[src/rtl/exe_pipe.sv]
// Y86-64 execute stage: computes val_e and cnd, holds the condition codes,
// and runs an optional W-cycle shift-add multiplier behind a valid/ready handshake.
module exe_pipe #(
  parameter int W          = 64,
  parameter int STACK_STEP = 8,
  parameter int ENABLE_MUL = 1
) (
  input  logic         clock,
  input  logic         reset_n,
  input  logic         in_valid,
  output logic         in_ready,
  input  logic [3:0]   in_icode,
  input  logic [3:0]   in_ifun,
  input  logic [W-1:0] val_a,
  input  logic [W-1:0] val_b,
  input  logic [W-1:0] val_c,
  input  logic         cc_inhibit,
  output logic         out_valid,
  input  logic         out_ready,
  output logic [W-1:0] val_e,
  output logic         cnd,
  output logic [3:0]   out_icode,
  output logic [2:0]   cc
);

  localparam int CW = $clog2(W);

  typedef enum logic [0:0] {IDLE = 1'b0, MUL = 1'b1} state_t;

  state_t         state_r, state_next_s;
  logic [CW-1:0]  cnt_r;
  logic [W-1:0]   mcand_r, mplier_r, acc_r, acc_add_s;
  logic           mul_inh_r;
  logic           out_valid_r, cnd_r;
  logic [W-1:0]   val_e_r;
  logic [3:0]     out_icode_r;
  logic [2:0]     cc_r;

  logic           accept_s, start_mul_s, mul_done_s, load_s, cc_we_s;
  logic           alu_ok_s, alu_of_s, cond_s;
  logic [W-1:0]   alu_res_s, calc_val_e_s, load_val_e_s;
  logic [2:0]     load_flags_s;

  // Branch/move condition from the ifun and the currently registered {ZF,SF,OF}.
  function automatic logic eval_cond(input logic [3:0] fn, input logic [2:0] f);
    logic zf, sf, of;
    zf = f[2];
    sf = f[1];
    of = f[0];
    case (fn)
      4'd0:    eval_cond = 1'b1;
      4'd1:    eval_cond = (sf ^ of) | zf;
      4'd2:    eval_cond = sf ^ of;
      4'd3:    eval_cond = zf;
      4'd4:    eval_cond = ~zf;
      4'd5:    eval_cond = ~(sf ^ of);
      4'd6:    eval_cond = ~(sf ^ of) & ~zf;
      default: eval_cond = 1'b0;
    endcase
  endfunction

  // State register; reset aborts any multiply in flight.
  always_ff @(posedge clock) begin
    if (!reset_n) begin
      state_r <= IDLE;
    end else begin
      state_r <= state_next_s;
    end
  end

  // Next-state logic.
  always_comb begin
    state_next_s = state_r;
    case (state_r)
      IDLE: begin
        if (start_mul_s) state_next_s = MUL;
        else             state_next_s = IDLE;
      end
      MUL: begin
        if (cnt_r == {CW{1'b0}}) state_next_s = IDLE;
        else                     state_next_s = MUL;
      end
      default: state_next_s = IDLE;
    endcase
  end

  // FSM outputs: acceptance, multiply start and multiply completion.
  always_comb begin
    in_ready    = reset_n && (state_r == IDLE) && (!out_valid_r || out_ready);
    accept_s    = in_valid && in_ready;
    start_mul_s = accept_s && (in_icode == 4'd6) && (in_ifun == 4'd4) && (ENABLE_MUL != 0);
    mul_done_s  = (state_r == MUL) && (cnt_r == {CW{1'b0}});
  end

  // ALU for OPq; A = val_b, B = val_a. Unknown functions yield 0 and leave CC alone.
  always_comb begin
    alu_ok_s  = 1'b1;
    alu_of_s  = 1'b0;
    alu_res_s = {W{1'b0}};
    case (in_ifun)
      4'd0: begin
        alu_res_s = val_b + val_a;
        alu_of_s  = (val_a[W-1] == val_b[W-1]) && (alu_res_s[W-1] != val_b[W-1]);
      end
      4'd1: begin
        alu_res_s = val_b - val_a;
        alu_of_s  = (val_b[W-1] != val_a[W-1]) && (alu_res_s[W-1] != val_b[W-1]);
      end
      4'd2:    alu_res_s = val_a & val_b;
      4'd3:    alu_res_s = val_a ^ val_b;
      default: alu_ok_s  = 1'b0;
    endcase
  end

  // val_e selection by icode and the condition flag for jXX/cmovXX.
  always_comb begin
    calc_val_e_s = {W{1'b0}};
    case (in_icode)
      4'd2:        calc_val_e_s = val_a;
      4'd3:        calc_val_e_s = val_c;
      4'd4, 4'd5:  calc_val_e_s = val_c + val_b;
      4'd6:        calc_val_e_s = alu_res_s;
      4'd8, 4'd10: calc_val_e_s = val_b - W'(STACK_STEP);
      4'd9, 4'd11: calc_val_e_s = val_b + W'(STACK_STEP);
      default:     calc_val_e_s = {W{1'b0}};
    endcase
    if ((in_icode == 4'd2) || (in_icode == 4'd7)) cond_s = eval_cond(in_ifun, cc_r);
    else                                          cond_s = 1'b0;
  end

  // Load of the output register and condition codes, from either source.
  always_comb begin
    acc_add_s = acc_r + (mplier_r[0] ? mcand_r : {W{1'b0}});
    load_s    = (accept_s && !start_mul_s) || mul_done_s;
    if (mul_done_s) begin
      load_val_e_s = acc_add_s;
      load_flags_s = {acc_add_s == {W{1'b0}}, acc_add_s[W-1], 1'b0};
      cc_we_s      = !mul_inh_r;
    end else begin
      load_val_e_s = calc_val_e_s;
      load_flags_s = {alu_res_s == {W{1'b0}}, alu_res_s[W-1], alu_of_s};
      cc_we_s      = accept_s && !start_mul_s && (in_icode == 4'd6) && alu_ok_s && !cc_inhibit;
    end
  end

  // Multiplier datapath: one shift-add step per cycle, counter W-1 down to 0.
  always_ff @(posedge clock) begin
    if (!reset_n) begin
      cnt_r     <= {CW{1'b0}};
      mcand_r   <= {W{1'b0}};
      mplier_r  <= {W{1'b0}};
      acc_r     <= {W{1'b0}};
      mul_inh_r <= 1'b0;
    end else if (start_mul_s) begin
      cnt_r     <= CW'(W - 1);
      mcand_r   <= val_b;
      mplier_r  <= val_a;
      acc_r     <= {W{1'b0}};
      mul_inh_r <= cc_inhibit;
    end else if (state_r == MUL) begin
      cnt_r    <= cnt_r - CW'(1);
      mcand_r  <= mcand_r << 1;
      mplier_r <= mplier_r >> 1;
      acc_r    <= acc_add_s;
    end else begin
      cnt_r <= cnt_r;
    end
  end

  // Output register and condition codes; holds while downstream stalls.
  always_ff @(posedge clock) begin
    if (!reset_n) begin
      out_valid_r <= 1'b0;
      val_e_r     <= {W{1'b0}};
      cnd_r       <= 1'b0;
      out_icode_r <= 4'd0;
      cc_r        <= 3'b100;
    end else begin
      if (load_s) begin
        out_valid_r <= 1'b1;
        val_e_r     <= load_val_e_s;
        cnd_r       <= mul_done_s ? 1'b0 : cond_s;
        out_icode_r <= mul_done_s ? 4'd6 : in_icode;
      end else if (out_valid_r && out_ready) begin
        out_valid_r <= 1'b0;
      end else begin
        out_valid_r <= out_valid_r;
      end
      if (cc_we_s) cc_r <= load_flags_s;
      else         cc_r <= cc_r;
    end
  end

  assign out_valid = out_valid_r;
  assign val_e     = val_e_r;
  assign cnd       = cnd_r;
  assign out_icode = out_icode_r;
  assign cc        = cc_r;

endmodule

[config.mk]
export PLATFORM = sky130hd
export DESIGN_NAME = exe_pipe
export DESIGN_NICKNAME = d
export VERILOG_FILES = /design/src/rtl/exe_pipe.sv
export SDC_FILE = /design/constraint.sdc
export NUM_CORES = 2
export LEC_CHECK = 0
export BUFFER_PORTS_ARGS = -buffer_cell sky130_fd_sc_hd__buf_4
export CAP_MARGIN = 10
export CORE_MARGIN = 1.5
export CORE_UTILIZATION = 40
export CTS_BUF_LIST = sky130_fd_sc_hd__clkbuf_2 sky130_fd_sc_hd__clkbuf_4 sky130_fd_sc_hd__clkbuf_8
export DETAILED_ROUTE_END_ITERATION = 8
export PLACE_DENSITY = 0.53
export SYNTH_ARGS = -nofsm -noshare
export SYNTH_HDL_FRONTEND = slang
export SYNTH_SLANG_ARGS = --single-unit
[constraint.sdc]
create_clock -name clock -period 13.5 [get_ports clock]
set_input_delay 2.025 -clock clock [delete_from_list [all_inputs] [get_ports clock]]
set_output_delay 2.025 -clock clock [all_outputs]
set_load 0.1 [all_outputs]
==> reports/results.txt <==
Family with the most delay on the worst path = compound AO/OA/AOI/OAI gates
Worst vdd ir = 80.95 µV
Routed len/inst = 27.67 µm
PortBufs = 278
ANT nets after route = 0
TritonCTS clock tree = built
CP Cell Sequence = buf_4, nor2b_4, buf_4, nand2_2, buf_4, ha_1, o21ai_0, a2111oi_0, a221o_1, a21oi_1, o41a_1, o21ai_0, a22oi_1, a21oi_1, a31o_2, a32oi_1, o31ai_1, xnor2_1, o221ai_1, a22o_1
Placement Cell Area = 0.03658 mm²
Yosys top cell area share = 16.16%
Tcrit/Tclk final = 53.00%
Final Max Tran Viols = 0
Area growth, synth to finish = 11.71%
Final Skew = 58.86 ps
Residual DRC count = 12
Crit-path slowest cell = o21ai_0
Synth Register Bits = 273
Fin crit period = 7155 ps
GR Overflow Total = 0
Adder-Cell Fraction of Synth Area = 11.91%
Syn nets = 5350
Reg2Reg Setup Slack = 7540 ps
Most frequent CP cell = buf_4
Origin of the worst setup path = in_icode[3]
Post_cts resized = 0
Syn_area_per_cell = 7.007 µm²
EDFF count, synth = 0
Vias per inst = 6.563
Initial core utilization = 40.41%
Most used DFF post-synth = dfxtp_1
Worst-Margin Slew = 1224 ps
Power per cell area = 79.23 mW/mm²
Vias in the first global route = 36150
Final WL = 167900 µm
Top post-synthesis cells by area = dfxtp_1 (16%), ha_1 (12%), a21oi_1 (8.0%)
Synthesized cell area = 0.03381 mm²
Clk slew on worst S/H paths = 60 ps
Initial DRC Count = 4561
Fillers = 8857
TritonCTS Buffers = 55
Hold Crit Class = register to register
Setup crit end kind = register
Clock sinks = 273
Synth cell count leaders = a21oi_1 (539), nand2_1 (487), nor2_1 (453)
Type of origin of the critical path = input pin
Max-cap violations = 0
Largest family of logic cells by synthesized area = compound AO/OA/AOI/OAI gates
Multiplexer share of the synthesized area = 2.216%
Final Instance Area = 0.03778 mm²
Async set or reset register ratio after synthesis = 0%
Post-Place Setup Slack = 5784 ps
Setup bufs post-CTS = 0
RSZ-0062 raised after global routing = false
Yosys warns = 0
Initial antenna violation count = 14
First-pass GRT wire length = 242100 µm
Synth Area in Simple Gates = 22.50%
FF-to-FF Start = mplier_r[0]$_SDFFE_PN0P_
IO Pins = 279
FMAX = 139.8 MHz
Final nets = 5410
Die ar. = 0.08629 mm²
Dominant cell type by area after synthesis = dfxtp_1
Failing checks = DRC
WP buf/inv = 3
Hold-fix buffers, CTS = 0
Endpoints failing hold = 0
Core ar. = 0.08369 mm²
Post-DP HPWL = 130900 µm
Worst hold start = mplier_r[58]$_SDFFE_PN0P_
Slack of the critical path = 6345 ps
Cell Rows = 106
Routability cong. = 1.004
Endpoints failing setup = 0
Most common cell in the netlist = a21oi_1
Mapped Cells = 4826
Crit Path Category = input pin to register
Synth Area in XOR/XNOR = 5.362%
Largest net degree at the start of global routing = 77
1st-pass router iterations = 9
Setup TNS = 0 ps
Total GRT Usage = 37.30%
H-Tree Depth = 2
Compound-Gate Fraction of Synth Area = 36.04%
Seq/Total Area, Yosys = 16.16%
Clock root buffer = clkbuf_8
Outcome = complete, but fails checks
Clock tree buffer depth = 3
DIE WIDTH = 293.8 µm
Share of cells above drive strength 1 = 10.32%
Post-synth cell types = 89
Required @ worst endpoint = 14120 ps
Max incr delay on CP = 610 ps
Worst skew pair latency = 760 ps
CP Data Arrival Time = 7770 ps
Rel. slew slack = 17.91%
Crit Path Max Fanout = 60
Leak = 15.58 nW
Die H = 293.8 µm
DR vias = 39830
flip-flops by register name, indices dropped and copies added (netlist names):
signal     flops
out_valid      1
cc             3
cnd            1
mul_inh_r      1
mcand_r       64
mplier_r      64
out_icode      4
val_e         64
cnt_r          6
acc_r         64
state_r        1
report_power, final:
part           switching, W  total [W]  internal [W]
logic              0.000821    0.00122      0.000397
clock network      0.000436   0.000951      0.000514
registers        0.00000902   0.000823      0.000814
total               0.00127    0.00299       0.00173
layout by cell type (no fill, tap or decap), types with 44 or more instances in the layout:
| master | Yosys | final |
|---|---|---|
| o31ai_1 | 44 | 44 |
| nand4_1 | 73 | 73 |
| xnor2_1 | 129 | 129 |
| a222oi_1 | 61 | 61 |
| o21ai_0 | 273 | 273 |
| buf_4 | 0 | 330 |
| and3_1 | 99 | 99 |
| dfxtp_1 | 273 | 271 |
| nor4_1 | 49 | 48 |
| nor2_1 | 453 | 447 |
| and2_1 | 84 | 83 |
| a22oi_1 | 104 | 104 |
| nand3_1 | 120 | 118 |
| a21o_1 | 160 | 160 |
| a21oi_1 | 539 | 539 |
| o211ai_1 | 62 | 62 |
| a31oi_1 | 78 | 78 |
| o21a_1 | 45 | 45 |
| clkbuf_8 | 0 | 71 |
| a221oi_1 | 82 | 82 |
| o21bai_1 | 54 | 54 |
| mux2i_1 | 67 | 67 |
| ha_1 | 314 | 314 |
| nor3_1 | 73 | 70 |
| a211oi_1 | 70 | 70 |
| inv_1 | 186 | 184 |
| xor2_1 | 78 | 78 |
| nand2_1 | 487 | 485 |
metrics by stage:
| step | utilization (%) | power [W] | cells | hold WS [ps] |
|---|---|---|---|---|
| CTS | 45.10 | 0.002967 | 6057 | 454.3 |
| finish | 45.14 | 0.002993 | 6068 | 453.2 |
| detailed placement | 43.71 | 0.002004 | 5962 | 446.5 |
| global placement | 43.71 | 0.002014 | 5962 | 442.4 |
| global route | 45.14 | 0.003115 | 6068 | 468.1 |
| floorplan | - | 0.001603 | 4826 | 436.0 |
final timing paths:
check                           cells past startpoint                        end
worst min register to register                      2  mplier_r[58]$_SDFFE_PN0P_
worst max register to register                     18         cc[2]$_SDFFE_PN1P_
worst max-delay path                               20     val_e[60]$_SDFFE_PN0P_
worst min-delay path                                2  mplier_r[58]$_SDFFE_PN0P_
layer usage:
layer	track usage [%]	wire [µm]	vias to the layer above
li1	-	-	18200
met1	55.86	76710	19180
met2	51.30	65980	2155
met3	8.573	19470	287
met4	12.42	5723	4
met5	0	23	-
kinds of logic (layout without fill, tap and decap cells):
group,count (synthesis),in the layout
AOI/OAI and AO/OA,1824,1824
and+or+nand+nor,1611,1611
buffers and inverters,519,617
adders and majority gates,319,319
DFF,273,273
xor gates and xnor gates,207,207
muxes,73,73
other,0,10
tightest hold or removal path, stage by stage (launching register included):
cell     delay, ps
dfxtp_1        310
nand2_1         50
a21oi_1         50
cell type report:
cell class,count,area [µm²],share of cell area (%)
diodes,10,25.02,0.06624
clock buffers,87,1097,2.905
clock inverters,8,66.31,0.1755
inverters,191,721.9,1.911
multi-input cells,4034,26490,70.13
flip-flops and latches,273,5470,14.48
well taps,1134,1419,3.756
repair buffers,331,2485,6.578
Note: power is estimated with default switching activity, not from simulation.
